### src/rtl/cmp_sched_pkg.sv
`default_nettype none
// ============================================================================
// Module   : cmp_sched_pkg
// Brief    : Opcodes, FSM encoding and widths for the comparator scheduler.
// Revision : 1.0
// ============================================================================
package cmp_sched_pkg;

    localparam int NUM_PORTS = 2;
    localparam int DATA_W    = 32;
    localparam int ID_W      = $clog2(NUM_PORTS);
    localparam int CNT_W     = $clog2(DATA_W + 1);

    localparam logic [3:0] OP_SLT   = 4'd0;
    localparam logic [3:0] OP_SLTU  = 4'd1;
    localparam logic [3:0] OP_SLTI  = 4'd2;
    localparam logic [3:0] OP_SLTIU = 4'd3;
    localparam logic [3:0] OP_CLO   = 4'd4;
    localparam logic [3:0] OP_CLZ   = 4'd5;
    localparam logic [3:0] OP_MOVZ  = 4'd6;
    localparam logic [3:0] OP_GEZ   = 4'd7;
    localparam logic [3:0] OP_EQ    = 4'd8;
    localparam logic [3:0] OP_LTZ   = 4'd9;
    localparam logic [3:0] OP_GTZ   = 4'd10;
    localparam logic [3:0] OP_LEZ   = 4'd11;
    localparam logic [3:0] OP_NEZ   = 4'd12;

    localparam logic [1:0] ST_IDLE = 2'd0;
    localparam logic [1:0] ST_SCAN = 2'd1;
    localparam logic [1:0] ST_RESP = 2'd2;

    function automatic logic is_count_op(input logic [3:0] op);
        return (op == OP_CLO) || (op == OP_CLZ);
    endfunction

endpackage
`default_nettype wire

### src/rtl/cmp_chunk_scan.sv
`default_nettype none
// ============================================================================
// Module   : cmp_chunk_scan
// Brief    : Counts leading bits (MSB-first) equal to match_i; flags a mismatch.
// Revision : 1.0
// ============================================================================
module cmp_chunk_scan #(
    parameter int W  = 4,
    parameter int CW = $clog2(W + 1)
) (
    input  logic [W-1:0]  chunk_i,
    input  logic          match_i,
    output logic [CW-1:0] count_o,
    output logic          mismatch_o
);

    always_comb begin
        count_o    = '0;
        mismatch_o = 1'b0;
        for (int i = W - 1; i >= 0; i--) begin
            if (!mismatch_o) begin
                if (chunk_i[i] == match_i) begin
                    count_o = count_o + CW'(1);
                end else begin
                    mismatch_o = 1'b1;
                end
            end
        end
    end

endmodule
`default_nettype wire

### src/rtl/cmp_sched.sv
`default_nettype none
// ============================================================================
// Module   : cmp_sched
// Brief    : Two-port round-robin scheduler for the compare/count datapath.
//            CMP_SCHED_FASTCNT_EN: single-cycle CLO/CLZ via 32-bit encoder.
// Revision : 1.0
// ============================================================================
module cmp_sched
    import cmp_sched_pkg::*;
#(
    parameter int SCAN_BITS = 4
) (
    input  logic              clk,
    input  logic              reset,
    input  logic              flush,
    input  logic              p0_valid,
    output logic              p0_ready,
    input  logic [3:0]        p0_op,
    input  logic [DATA_W-1:0] p0_a,
    input  logic [DATA_W-1:0] p0_b,
    input  logic              p1_valid,
    output logic              p1_ready,
    input  logic [3:0]        p1_op,
    input  logic [DATA_W-1:0] p1_a,
    input  logic [DATA_W-1:0] p1_b,
    output logic              rsp_valid,
    input  logic              rsp_ready,
    output logic              rsp_id,
    output logic [DATA_W-1:0] rsp_data,
    output logic              rsp_err,
    output logic              busy
);

    logic [1:0]        state_q, state_d;
    logic              prio_q, prio_d;
    logic [ID_W-1:0]   id_q, id_d;
    logic [DATA_W-1:0] data_q, data_d;
    logic              err_q, err_d;

    logic              w_grant, w_accept, w_start_scan, w_scan_done;
    logic [3:0]        w_sel_op;
    logic [DATA_W-1:0] w_sel_a, w_sel_b, w_res_data;
    logic              w_res_err;
    logic [CNT_W-1:0]  w_scan_total;

    // prio only arbitrates a tie; a lone requester always wins.
    assign w_grant  = (p0_valid & p1_valid) ? prio_q : p1_valid;
    assign w_accept = (state_q == ST_IDLE) & ~flush & ~reset & (p0_valid | p1_valid);
    assign p0_ready = w_accept & ~w_grant;
    assign p1_ready = w_accept &  w_grant;

    assign w_sel_op = w_grant ? p1_op : p0_op;
    assign w_sel_a  = w_grant ? p1_a  : p0_a;
    assign w_sel_b  = w_grant ? p1_b  : p0_b;

`ifdef CMP_SCHED_FASTCNT_EN
    logic [CNT_W-1:0] w_fast_cnt;
    logic             w_fast_miss;

    cmp_chunk_scan #(.W(DATA_W), .CW(CNT_W)) u_fast (
        .chunk_i    (w_sel_a),
        .match_i    (w_sel_op == OP_CLO),
        .count_o    (w_fast_cnt),
        .mismatch_o (w_fast_miss)
    );

    assign w_start_scan = 1'b0;
    assign w_scan_done  = 1'b1;
    assign w_scan_total = '0;
`else
    localparam int CHUNK_CW = $clog2(SCAN_BITS + 1);

    logic [DATA_W-1:0]   a_q;
    logic                pol_q;
    logic [CNT_W-1:0]    cnt_q;
    logic [CHUNK_CW-1:0] w_chunk_cnt;
    logic                w_chunk_miss;

    // The operand shifts left each SCAN cycle so the next chunk is always on top.
    cmp_chunk_scan #(.W(SCAN_BITS), .CW(CHUNK_CW)) u_scan (
        .chunk_i    (a_q[DATA_W-1 -: SCAN_BITS]),
        .match_i    (pol_q),
        .count_o    (w_chunk_cnt),
        .mismatch_o (w_chunk_miss)
    );

    assign w_start_scan = w_accept & is_count_op(w_sel_op);
    assign w_scan_total = cnt_q + CNT_W'(w_chunk_cnt);
    assign w_scan_done  = w_chunk_miss | (w_scan_total == CNT_W'(DATA_W));

    always_ff @(posedge clk) begin
        if (reset) begin
            a_q   <= '0;
            pol_q <= 1'b0;
            cnt_q <= '0;
        end else if (w_start_scan) begin
            a_q   <= w_sel_a;
            pol_q <= (w_sel_op == OP_CLO);
            cnt_q <= '0;
        end else if (state_q == ST_SCAN) begin
            a_q   <= a_q << SCAN_BITS;
            cnt_q <= w_scan_total;
        end
    end
`endif

    always_comb begin
        w_res_data = '0;
        w_res_err  = 1'b0;
        case (w_sel_op)
            OP_SLT, OP_SLTI:   w_res_data[0] = $signed(w_sel_a) < $signed(w_sel_b);
            OP_SLTU, OP_SLTIU: w_res_data[0] = w_sel_a < w_sel_b;
`ifdef CMP_SCHED_FASTCNT_EN
            OP_CLO, OP_CLZ:    w_res_data = w_fast_miss ? DATA_W'(w_fast_cnt) : DATA_W'(DATA_W);
`else
            OP_CLO, OP_CLZ:    w_res_data = '0;
`endif
            OP_MOVZ:           w_res_data[0] = (w_sel_b == '0);
            OP_GEZ:            w_res_data[0] = ~w_sel_a[DATA_W-1];
            OP_EQ:             w_res_data[0] = (w_sel_a == w_sel_b);
            OP_LTZ:            w_res_data[0] = w_sel_a[DATA_W-1];
            OP_GTZ:            w_res_data[0] = ~w_sel_a[DATA_W-1] & (w_sel_a != '0);
            OP_LEZ:            w_res_data[0] = w_sel_a[DATA_W-1] | (w_sel_a == '0);
            OP_NEZ:            w_res_data[0] = (w_sel_a != '0);
            default:           w_res_err = 1'b1;
        endcase
    end

    always_comb begin
        state_d = state_q;
        prio_d  = prio_q;
        id_d    = id_q;
        data_d  = data_q;
        err_d   = err_q;
        case (state_q)
            ST_IDLE: begin
                if (w_accept) begin
                    prio_d = ~w_grant;
                    id_d   = w_grant;
                    if (w_start_scan) begin
                        state_d = ST_SCAN;
                    end else begin
                        data_d  = w_res_data;
                        err_d   = w_res_err;
                        state_d = ST_RESP;
                    end
                end
            end
            ST_SCAN: begin
                if (flush) begin
                    state_d = ST_IDLE;
                end else if (w_scan_done) begin
                    data_d  = DATA_W'(w_scan_total);
                    err_d   = 1'b0;
                    state_d = ST_RESP;
                end
            end
            ST_RESP: begin
                if (flush || rsp_ready) begin
                    state_d = ST_IDLE;
                end
            end
            default: state_d = ST_IDLE;
        endcase
    end

    always_ff @(posedge clk) begin
        if (reset) begin
            state_q <= ST_IDLE;
            prio_q  <= 1'b0;
            id_q    <= '0;
            data_q  <= '0;
            err_q   <= 1'b0;
        end else begin
            state_q <= state_d;
            prio_q  <= prio_d;
            id_q    <= id_d;
            data_q  <= data_d;
            err_q   <= err_d;
        end
    end

    assign rsp_valid = (state_q == ST_RESP);
    assign busy      = (state_q != ST_IDLE);
    assign rsp_id    = id_q;
    assign rsp_data  = data_q;
    assign rsp_err   = err_q;

endmodule
`default_nettype wire
### config.mk
export PLATFORM = sky130hd
export DESIGN_NAME = cmp_sched
export DESIGN_NICKNAME = d
export VERILOG_FILES = /design/src/rtl/cmp_sched_pkg.sv /design/src/rtl/cmp_chunk_scan.sv /design/src/rtl/cmp_sched.sv
export SDC_FILE = /design/constraint.sdc
export NUM_CORES = 1
export LEC_CHECK = 0
export CORE_UTILIZATION = 45
export DETAILED_ROUTE_END_ITERATION = 8
export PLACE_DENSITY = 0.95
export SYNTH_ARGS = -nofsm -noshare
export SYNTH_HDL_FRONTEND = slang
export SYNTH_SLANG_ARGS = --single-unit
### constraint.sdc
create_clock -name clk -period 5.02 [get_ports clk]
set_input_delay 1.255 -clock clk [delete_from_list [all_inputs] [get_ports clk]]
set_output_delay 1.255 -clock clk [all_outputs]
set_load 0.005 [all_outputs]
======== After elaboration in Yosys (flattened, before gate mapping) ========
Index checks and enable logic that the tools add are counted.
word-level totals
  register bits ........................... 76
  input port bits ......................... 142
  output and inout bits ................... 38
  logic and storage cells ................. 110
operators by class
  add/sub/neg operators ................... 4
  magnitude comparators ................... 2
  equality and inequality tests ........... 26
  muxes and demuxes ....................... 38
  bitwise operators ....................... 15
  reductions and logical operators ........ 17
operators with widths
  kind                                           count
  two-way mux 32 bit                             8
  zero test 32 bit                               2
  < comparator 32 bit                            2
  one-hot mux 32 bit (2 select lines)            1
  == test 32 bit                                 1
  nonzero test 32 bit                            1
  == test 4 bit, second input constant           5
  two-way mux 3 bit                              6
  == test 4 x 3 -> 1 bit, second input constant  4
  two-way mux 1 bit                              14
  OR reduction 13 bit                            1
  two-way mux 2 bit                              5
  adder 3 x 1 -> 3 bit, second input constant    3
  one-hot mux 1 bit (9 select lines)             1
  bitwise AND 1 bit                              8
  == test 4 x 2 -> 1 bit, second input constant  2
  inequality test 2 bit, second input constant   4
  adder 6 x 3 -> 6 bit                           1
  == test 6 bit, second input constant           1
  one-hot mux 2 bit (3 select lines)             1
  nonzero test 2 bit                             3
  OR reduction 2 bit                             3
  AND reduction 5 bit                            1
  == test 1 bit                                  4
  other kinds (14)                               20

======== Logic depth before layout (Yosys ltp) ========
Gate-level depths: netlist of the first run.
  depth in word-level cells ............... 17
  gate-level depth with buffers ........... 16
  mapped depth without buffers ............ 15

======== Cells and area by module ========
Synthesis of the first run repeated with hierarchy kept, for this count alone.
second synthesis, totals
  cell total of the unflattened synthesis .. 560
  area total of the unflattened synthesis .. 4,521.8 sq um
modules (own cells, without submodules)
  module          instances  cells an instance  area an instance (sq um)  seq. area each (sq um)
  cmp_sched       1          542                4,405.5                   1,001.0
  cmp_chunk_scan  1          18                 116.4                     0.0

======== Worst setup path after synthesis of the first run ========
No wires, ideal clock.
  kind .................................... input -> register
  from .................................... input p0_valid
  to ...................................... register data_q[0], in the netlist rsp_data[0]
  library setup time ...................... 0.119 ns
  arrival time ............................ 3.963 ns
  data required time ...................... 4.901 ns
  path slack .............................. 0.938 ns
  stages .................................. 15
  path buffers ............................ 3
  cells stage by stage .................... nand2b_4 nand2_4 buf_2 buf_2 buf_2 mux2i_1 ha_1 and2_0 a221o_1 a221oi_1 o211a_1 o211a_1 xor2_1 o2111a_1 nor3_2
between the ends
  longest elaborated chain between the ends .. 9
  elaborated cells on any way between the ends .. 40
  classes of those cells .................. order compare (2); eq/ne (15); mux (8); bitwise (7); reduce/logical (8)
RTL lines
  element                                                                      line              source
  from (decl)                                                                  cmp_sched.sv:16   input logic p0_valid,
  parallel branches: the longest is 9 deep, another holds < comparator 32 bit  -
  to (signal assigned)                                                         cmp_sched.sv:178  data_q <= data_d;
  to (decl)                                                                    cmp_sched.sv:37   logic [DATA_W-1:0] data_q, data_d;
Several ways; the timed one is not identified. The select of a mux whose other input is x is not followed.
A chain may end at the register's enable or synchronous reset.

======== Worst setup path after layout of the first run ========
  from .................................... input p1_valid
  to ...................................... output p1_ready
between the ends
  longest elaborated chain between the ends .. 3
  elaborated cells on any way between the ends .. 5
  classes of those cells .................. mux (1); bitwise (4)
RTL lines
  element                                                        line                              source
  from (decl)                                                    cmp_sched.sv:21                   input logic p1_valid,
  OR 1 bit / bitwise AND 1 bit (equally long branches)           cmp_sched.sv:48, cmp_sched.sv:47
  bitwise AND 1 bit / two-way mux 1 bit (equally long branches)  cmp_sched.sv:48, cmp_sched.sv:47
  bitwise AND 1 bit *                                            cmp_sched.sv:50                   assign p1_ready = w_accept & w_grant;
  to (decl)                                                      cmp_sched.sv:22                   output logic p1_ready,
Every way passes the cells marked *; elsewhere a longest branch is shown, timed or not.

==> results by group, run 1 <==
Run status
  – Run status: completed

Clock network
  – CTS Root Cell: clkbuf_8
  – Clock-pin slew on the worst setup and hold paths: 100 ps
  – CTS buffer count: 5
  – Worst-Skew Late Latency: 310 ps
  – Buffer count from post-CTS setup fixing: 0
  – Clock sink total: 50
  – Post-cts resize count: 0
  – H-tree lvl count: 2
  – Clock Path Buffers: 2
  – CTS tree: yes
  – CTS Hold Bufs: 0

Yosys
  – Cell area after synthesis: 4540 sq um
  – Top_reg_cell synth: dfxtp_1
  – Syn avg cell area: 8.13 sq um
  – Post-synth EDFFs: 0
  – Async set or reset register ratio after synthesis: 0%
  – Register area share after synthesis: 22.0%
  – Syn Inst Count: 559
  – Post-synth cell types: 61
  – Synth warn: 0
  – #FFs+latches synth: 50

Setup path
  – Worst Reg-to-Reg Cells: 13
  – CP Capture Type: output port
  – Worst R2R Setup Slack: 1600 ps
  – CP cell instances: clkdlybuf4s50_1, nand2_4, buf_4, nor2_1, clkdlybuf4s50_1
  – Crit path launch type: primary input
  – Worst path slowest cell: clkdlybuf4s50_1
  – Critical path required time: 3760 ps
  – Most frequent CP cell: clkdlybuf4s50_1
  – Reg2reg end: rsp_data[0]$_SDFFE_PP0P_
  – CP arrival: 3310 ps
  – Worst setup path class: primary input to output port
  – Slowest Stage Delay on Critical Path: 610 ps
  – Origin of the critical flop-to-flop path: prio_q$_SDFFE_PP0P_
  – CP max FO: 40

STA
  – Clk_skew: 12.5 ps
  – Worst Tran Pin Value: 733 ps
  – Relative slew slack: 49.8%
  – Final setup viols: 0
  – Min Tclk post-route: 4560 ps
  – Tcrit/Tclk final: 90.8%
  – FMAX: 219 MHz
  – Pins over their slew limit: 0
  – RSZ-0062 raised after global routing: false
  – Min Hold Slack: 476 ps
  – Fin. Hold Viols: 0
  – Post-Route Setup TNS: 0 ps

GRT
  – Initial antenna violation count: 0
  – GRT Overall Usage: 29.2%
  – First-pass GRT wire length: 23800 microns
  – Largest net degree at the start of global routing: 46
  – Grt total ovfl: 0
  – Vias in the first global route: 4985

Floorplan
  – I/O pin count: 180
  – Core ar.: 9770 sq um
  – Die ar.: 10500 sq um
  – DIE WIDTH: 102 microns
  – Initial Util: 46.5%
  – Die Y-Extent: 102 microns
  – Row cnt: 36

Finish
  – FILL cells: 798
  – Antenna diodes: 0
  – Nets: 875
  – Layout cells sized above 1: 9.04%
  – Area growth, synth to finish: 35.7%

Power
  – Peak VDD IR: 0.112 mV
  – Leak pwr: 2.44 nW
  – Pwr dens: 178 nW/um^2

Placed design
  – HPWL after DPL: 12700 microns
  – PortBufs: 153
  – GPL Wtd Cong: 1.03

Routing
  – Routed Wire Length: 15700 microns
  – DRT Pass-1 Iters: 5
  – # DRC: 0
  – Avg Vias per Cell: 6.18
  – DRT iter0 DRCs: 391
  – Total number of vias: 5131
  – Routed WL per cell: 19.0 microns
  – Antenna-violating nets left: 0

Hold path
  – Worst hold start: a_q[20]$_SDFFE_PP0P_
  – Hold WC Path Type: register to register
  – Hold depth: 2
  – Hold Crit Endpoint: a_q[24]$_SDFFE_PP0P_

Job
  – Max Cap Violations: 0
cells in the final DEF, fill, tap and decap left out, types with 3 or more instances in the layout:
cell | synthesis | layout
a21o_1 | 5 | 5
a21oi_1 | 28 | 28
a221oi_1 | 9 | 9
a311oi_1 | 21 | 21
a31oi_1 | 3 | 3
and3_1 | 12 | 12
buf_4 | 27 | 8
clkbuf_8 | 0 | 5
clkdlybuf4s50_1 | 0 | 153
conb_1 | 1 | 26
dfxtp_1 | 50 | 50
ha_1 | 36 | 36
inv_1 | 5 | 5
mux2_2 | 31 | 31
mux2i_1 | 39 | 39
nand2_1 | 64 | 64
nand2b_1 | 9 | 9
nand3_1 | 11 | 11
nand4_1 | 12 | 12
nor2_1 | 58 | 58
nor3_1 | 11 | 11
nor4_1 | 33 | 33
o211a_1 | 3 | 3
o21a_1 | 3 | 3
o21ai_0 | 10 | 10
or3_1 | 4 | 4
xnor2_1 | 5 | 5
xor2_1 | 3 | 3
per-layer routing:
layer | up-vias | routed length (microns) | GRT usage [%] | part of all wire, %
met5 | - | 0 | 0 | 0
met4 | 0 | 622 | 13.4 | 3.9
met3 | 65 | 1820 | 7.86 | 12
met2 | 377 | 7330 | 47.1 | 47
met1 | 2382 | 5980 | 36.4 | 38
li1 | 2307 | - | - | -
kinds of logic (layout without fill, tap and decap cells):
group,count (synthesis),in the layout,synth area share (%)
buf+inv,61,174,7.98
compound gates,97,97,15.4
mux,71,71,16.8
flops,50,50,22.0
fa+ha+maj,37,37,10.4
simple gates,234,234,25.9
xor+xnor,8,8,1.54
other cells,1,26,0.0825
cells in the mapped netlist (14+ instances only):
master	number	share of area (%)
a21oi_1	28	3.1
mux2_2	31	7.7
mux2i_1	39	8.6
nor4_1	33	4.5
nor2_1	58	4.8
nand2_1	64	5.3
a311oi_1	21	4.0
buf_4	27	4.5
buf_2	14	1.5
ha_1	36	9.9
dfxtp_1	50	22
power breakdown:
part	internal [W]	total [W]	switching, W
Clock	0.000149	0.000287	0.000138
Combinational	0.000211	0.000401	0.000189
Sequential	0.000403	0.000408	0.00000505
Total	0.000763	0.00110	0.000332
worst max path at each step:
stage,start,to,slack [ps],cells past startpoint
finish,p1_valid,p1_ready,460,5
detailed placement,p0_valid,rsp_data[0]$_SDFFE_PP0P_,270,14
global route,p0_valid,rsp_data[0]$_SDFFE_PP0P_,310,14
global placement,p0_valid,rsp_data[0]$_SDFFE_PP0P_,460,13
floorplan,p0_valid,rsp_data[0]$_SDFFE_PP0P_,940,15
CTS,p1_valid,p1_ready,460,5
state kept, by name, indices dropped and copies added, names as in the netlist:
register  flops
a_q          32
cnt_q         6
pol_q         1
prio_q        1
rsp_data      6
rsp_err       1
rsp_id        1
state_q       2
through the flow:
stage          setup WS (ps)  util (%)  std cells  power, W  cell area [sq um]
3_3_place_gp             461      61.9        822  0.000791               6050
2_1_floorplan            938         -        584  0.000629               4640
5_1_grt                  315      63.1        830   0.00114               6160
4_1_cts                  457      63.1        830   0.00109               6160
3_5_place_dp             271      61.9        822  0.000806               6050
6_report                 460      63.1        830   0.00110               6160
critical path: cells and delay by family:
kind                   cells  cell delay [ps]
buffers and inverters      3             1480
and+or+nand+nor            2              560
final cells by class:
class                      count  area [sq um]  share of cell area (%)
clock buffer                   6          72.6                    1.18
timing repair buffer         161          1590                    25.8
clock inverter                 2          37.5                   0.609
multi-input combinational    473          3280                    53.2
sequential                    50          1000                    16.2
inverter                       5          18.8                   0.304
tap                          133           166                    2.70
Power figures use the tool's default switching activity.
==> run 2, diff against run 1 <==
==> constraint.sdc (replaced) <==
create_clock -name clk -period 5.02 [get_ports clk]
set_input_delay 1.255 -clock clk [delete_from_list [all_inputs] [get_ports clk]]
set_output_delay 1.255 -clock clk [all_outputs]
set_load 0.02 [all_outputs]
==> run 2 against run 1 <==
Net effect:
- global-route usage shrank 0.72 points
- sequential power hardly changed
- critical path type unchanged
- routed wire length down 2.5%
- first-iteration DRC count shrank 9.5%
- count of clock-buffer cells in the layout down 1
- register-to-register slack improved by 40 ps
==> results by group, run 2 (synthesized netlist as in run 1, its figures left out) <==
STA
  – Min Hold Slack: 478 ps
  – Clk_skew: 8.88 ps
  – Post-Route Setup TNS: 0 ps
  – Worst Tran Pin Value: 746 ps
  – Final setup viols: 0
  – RSZ-0062 raised after global routing: false
  – Fin. Hold Viols: 0
  – Min Tclk post-route: 4530 ps
  – Pins over their slew limit: 0
  – Worst setup margin: 491 ps
  – Relative slew slack: 50.2%
  – FMAX: 221 MHz
  – Tcrit/Tclk final: 90.2%

Setup path
  – Most frequent CP cell: clkdlybuf4s50_1
  – Slowest Stage Delay on Critical Path: 630 ps
  – Crit path buffers/inverters: 3
  – Worst path slowest cell: clkdlybuf4s50_1
  – CP Capture Type: output port
  – Critical Path Start: p1_valid
  – Origin of the critical flop-to-flop path: pol_q$_SDFFE_PP0P_
  – Reg2reg end: rsp_data[3]$_SDFFE_PP0P_
  – CP max FO: 30
  – Worst path depth: 5
  – Crit path max-delay family: buffers and inverters
  – Worst R2R Setup Slack: 1640 ps
  – Setup crit end: p1_ready
  – CP cell instances: clkdlybuf4s50_1, nand2_4, buf_4, nor2_1, clkdlybuf4s50_1
  – Worst Reg-to-Reg Cells: 14
  – Worst setup path class: primary input to output port
  – CP arrival: 3270 ps
  – Critical path required time: 3760 ps
  – Crit path launch type: primary input

Power
  – Pwr dens: 182 nW/um^2
  – Leak pwr: 2.45 nW
  – Tot Pwr: 0.00112 W
  – Peak VDD IR: 0.146 mV

Finish
  – Nets: 875
  – Most frequent cells in the layout: 153 x clkdlybuf4s50_1, 64 x nand2_1, 58 x nor2_1
  – Area growth, synth to finish: 35.7%
  – Most flops, register: a_q
  – FILL cells: 783
  – Filler-free cell count of the finished design: 830
  – Largest register FFs: 32
  – Layout cells sized above 1: 9.18%
  – Antenna diodes: 0
  – Commonest non-fill, non-tap cell in the layout: clkdlybuf4s50_1

GRT
  – Grt total ovfl: 0
  – Initial antenna violation count: 0
  – First-pass GRT wire length: 23200 microns
  – Largest net degree at the start of global routing: 46
  – GRT Overall Usage: 28.5%
  – Vias in the first global route: 4770

Placed design
  – Setup WS pre-CTS: 401 ps
  – GPL Wtd Cong: 0.966
  – HPWL after DPL: 12300 microns
  – PortBufs: 153
  – Dpl cells: 822

Floorplan
  – I/O pin count: 180
  – Die Y-Extent: 102 microns
  – Core ar.: 9770 sq um
  – DIE WIDTH: 102 microns
  – Initial Util: 46.5%
  – Row cnt: 36
  – Die ar.: 10500 sq um

Hold path
  – Hold WC Path Type: register to register

Clock network
  – Worst-Skew Late Latency: 320 ps
  – CTS tree: yes
  – CTS buffer count: 5
  – Post-cts resize count: 0
  – CTS Hold Bufs: 0
  – Clock-pin slew on the worst setup and hold paths: 100 ps
  – CTS Root Cell: clkbuf_8
  – H-tree lvl count: 2
  – Clock sink total: 50
  – Clock Path Buffers: 2
  – Buffer count from post-CTS setup fixing: 0

Routing
  – Antenna-violating nets left: 0
  – DRT Pass-1 Iters: 5
  – # DRC: 0
  – Top Layer Used: met4
  – Routed Wire Length: 15400 microns
  – Avg Vias per Cell: 6.06
  – Total number of vias: 5029
  – Routed WL per cell: 18.5 microns
  – Met3 WL: 1590 microns
  – Metal-1 WL: 5960 microns
  – DRT iter0 DRCs: 354
  – Met2 WL: 7350 microns

Job
  – Max Cap Violations: 0

Run status
  – Run status: completed
[run 2: cell types whose count changed in the layout (fill, tap and decap cells not counted), sizes merged]
cell	change
clkinvlp	-1
clkinv	+1
inv	+1
clkbuf	-1
[run 2: worst register-to-register path: stages, from the launching register on]
cell      delay, ps
dfxtp_1         380
or2_1           280
o21ai_1         230
ha_1            180
inv_1            30
a21boi_0        330
ha_1            320
a21o_1          190
a21oi_2         240
nor2b_2          90
a32o_1          210
a311o_1         300
and3_4          220
nand2b_2        200
a21oi_1         120
[run 2: worst min path at each step]
stage	startpoint	endpoint	cells past startpoint
finish	cnt_q[0]$_SDFFE_PP0P_	cnt_q[0]$_SDFFE_PP0P_	2
global route	rsp_data[3]$_SDFFE_PP0P_	rsp_data[3]$_SDFFE_PP0P_	2
CTS	cnt_q[0]$_SDFFE_PP0P_	cnt_q[0]$_SDFFE_PP0P_	2
detailed placement	cnt_q[0]$_SDFFE_PP0P_	cnt_q[0]$_SDFFE_PP0P_	2
global placement	cnt_q[0]$_SDFFE_PP0P_	cnt_q[0]$_SDFFE_PP0P_	2
floorplan	cnt_q[0]$_SDFFE_PP0P_	cnt_q[0]$_SDFFE_PP0P_	2
[run 2: power breakdown]
group	total, W	internal [W]	switching (W)
Clock	0.000297	0.000150	0.000147
Combinational	0.000418	0.000212	0.000206
Sequential	0.000408	0.000403	0.00000457
Total	0.00112	0.000765	0.000357
[run 2: metal layers]
layer  track usage [%]  vias to the layer above
li1                  -                     2315
met1              35.7                     2319
met2              46.9                      350
met3              6.85                       45
met4              12.0                        0
met5                 0                        -
[run 2: per-stage QoR]
| step | util, % | instance area, sq um |
|---|---|---|
| after floorplan | - | 4640 |
| after global placement | 61.9 | 6050 |
| after detailed placement | 61.9 | 6050 |
| after CTS | 63.1 | 6170 |
| after global routing | 63.1 | 6170 |
| final | 63.1 | 6170 |
[run 2: final cells by class]
| type | instances | area [sq um] | area share, % |
|---|---|---|---|
| multi-input combinational | 473 | 3280 | 53.1 |
| timing repair buffer | 161 | 1590 | 25.8 |
| inverter | 5 | 18.8 | 0.304 |
| clock buffer | 5 | 68.8 | 1.12 |
| sequential | 50 | 1000 | 16.2 |
| clock inverter | 3 | 43.8 | 0.710 |
| tap | 133 | 166 | 2.70 |
==> run 3, diff against run 2 <==
--- a/config.mk
+++ b/config.mk
@@ -5,6 +5,7 @@
 export SDC_FILE = /design/constraint.sdc
 export NUM_CORES = 1
 export LEC_CHECK = 0
+export CORE_MARGIN = 5
 export CORE_UTILIZATION = 45
 export DETAILED_ROUTE_END_ITERATION = 8
 export PLACE_DENSITY = 0.95
==> run 3 against run 2 <==
Net effect:
- maximum frequency is 2.4% higher
- count of clock-buffer cells in the layout did not move
- clock skew up 7.3 ps
- sequential power hardly changed
- power grew 3.5%
- via count is 2.3% lower
- design area is 0.61% higher
- setup slack improved by 110 ps
- first-iteration DRC count grew 11%
- flip-flop and latch count stayed put
- die area is 16% higher
- largest cell class unchanged
- highest routed layer unchanged
==> results by group, run 3 (synthesized netlist as in run 1, its figures left out) <==
STA
  – Tcrit/Tclk final: 88.1%
  – Pins over their slew limit: 0
  – Clk_skew: 16.2 ps
  – Final setup viols: 0
  – Relative slew slack: 52.8%
  – RSZ-0062 raised after global routing: false
  – Worst setup margin: 597 ps
  – Worst Tran Pin Value: 689 ps
  – FMAX: 226 MHz
  – Post-Route Setup TNS: 0 ps
  – Min Tclk post-route: 4420 ps
  – Fin. Hold Viols: 0

Setup path
  – CP max FO: 4
  – CP Capture Type: output port
  – Critical Path Start: flush
  – Critical path required time: 3760 ps
  – Crit path launch type: primary input
  – CP arrival: 3170 ps
  – Worst setup path class: primary input to output port
  – Origin of the critical flop-to-flop path: pol_q$_SDFFE_PP0P_

Finish
  – Largest register FFs: 32
  – Nets: 875
  – Antenna diodes: 0
  – Most frequent cells in the layout: 153 x clkdlybuf4s50_1, 64 x nand2_1, 58 x nor2_1
  – Area growth, synth to finish: 36.5%
  – Commonest non-fill, non-tap cell in the layout: clkdlybuf4s50_1
  – Most flops, register: a_q
  – Layout cells sized above 1: 9.18%
  – FILL cells: 855

Clock network
  – CTS buffer count: 5
  – Clock Path Buffers: 2
  – Clock sink total: 50
  – Clock-pin slew on the worst setup and hold paths: 100 ps
  – H-tree lvl count: 2
  – Post-cts resize count: 0
  – CTS Hold Bufs: 0
  – Worst-Skew Late Latency: 310 ps
  – CTS Root Cell: clkbuf_8
  – CTS tree: yes
  – Buffer count from post-CTS setup fixing: 0

Placed design
  – PortBufs: 153
  – Setup WS pre-CTS: 336 ps
  – GPL Wtd Cong: 0.973
  – HPWL after DPL: 13400 microns

Hold path
  – Hold WC Path Type: register to register
  – Worst hold start: a_q[17]$_SDFFE_PP0P_

Floorplan
  – I/O pin count: 180
  – Initial Util: 46.3%
  – Die ar.: 12200 sq um
  – Die Y-Extent: 110 microns
  – DIE WIDTH: 110 microns
  – Row cnt: 36
  – Core ar.: 9820 sq um

Routing
  – Top Layer Used: met4
  – Routed Wire Length: 16400 microns
  – Avg Vias per Cell: 5.92
  – Total number of vias: 4911
  – Routed WL per cell: 19.8 microns
  – DRT Pass-1 Iters: 5
  – Metal-1 WL: 6610 microns
  – Met3 WL: 1140 microns
  – Met2 WL: 8360 microns
  – Antenna-violating nets left: 0
  – DRT iter0 DRCs: 392
  – # DRC: 0

Power
  – Peak VDD IR: 0.132 mV
  – Pwr dens: 187 nW/um^2
  – Leak pwr: 2.47 nW

GRT
  – Vias in the first global route: 5048
  – Grt total ovfl: 0
  – GRT Overall Usage: 25.7%
  – First-pass GRT wire length: 26200 microns
  – Initial antenna violation count: 0
  – Largest net degree at the start of global routing: 58

Job
  – Max Cap Violations: 0

Run status
  – Run status: completed
run 3: cell types whose count changed in the layout (fill, tap and decap cells not counted), sizes merged:
cell / change
inv: -1
bufinv: +1
run 3: stage by stage:
step	utilization (%)	instance area (sq um)	total power, W	instances	hold WS, ps
final	63.2	6200	0.00116	830	472
after global routing	63.2	6200	0.00121	830	497
after CTS	63.2	6200	0.00116	830	475
after detailed placement	61.8	6070	0.000823	822	466
after global placement	61.8	6070	0.000810	822	451
after floorplan	-	4640	0.000645	584	441
run 3: worst max-delay path, stage by stage:
cell             delay, ps
clkdlybuf4s50_1        470
nor3_1                 310
o21ai_0                180
buf_4                  180
nor2_1                 130
clkdlybuf4s50_1        630
run 3: area by class of cell:
cell class              instances  area (sq um)  area share [%]
clock buffers                   5          68.8            1.11
clock inverters                 3          68.8            1.11
inverters                       5          18.8           0.302
multi-input cells             473          3280            52.8
flip-flops and latches         50          1000            16.1
well taps                     133           166            2.68
repair buffers                161          1600            25.9
run 3: where the power goes:
part / internal, W / total (W) / switching [W]
registers: 0.000403 / 0.000408 / 0.00000453
logic: 0.000213 / 0.000416 / 0.000203
clock network: 0.000200 / 0.000338 / 0.000138
run 3: worst paths after layout:
path                              end  slack [ps]  cells after the start
max reg2reg  rsp_data[3]$_SDFFE_PP0P_        1550                     14
min reg2reg      a_q[21]$_SDFFE_PP0P_         470                      2
max                          p0_ready         600                      6
min              a_q[21]$_SDFFE_PP0P_         470                      2
run 3: per-layer routing:
metal	global-route usage, %	vias up
met5	0	-
met4	5.75	0
met3	3.45	31
met2	46.5	242
met1	32.3	2329
li1	-	2309
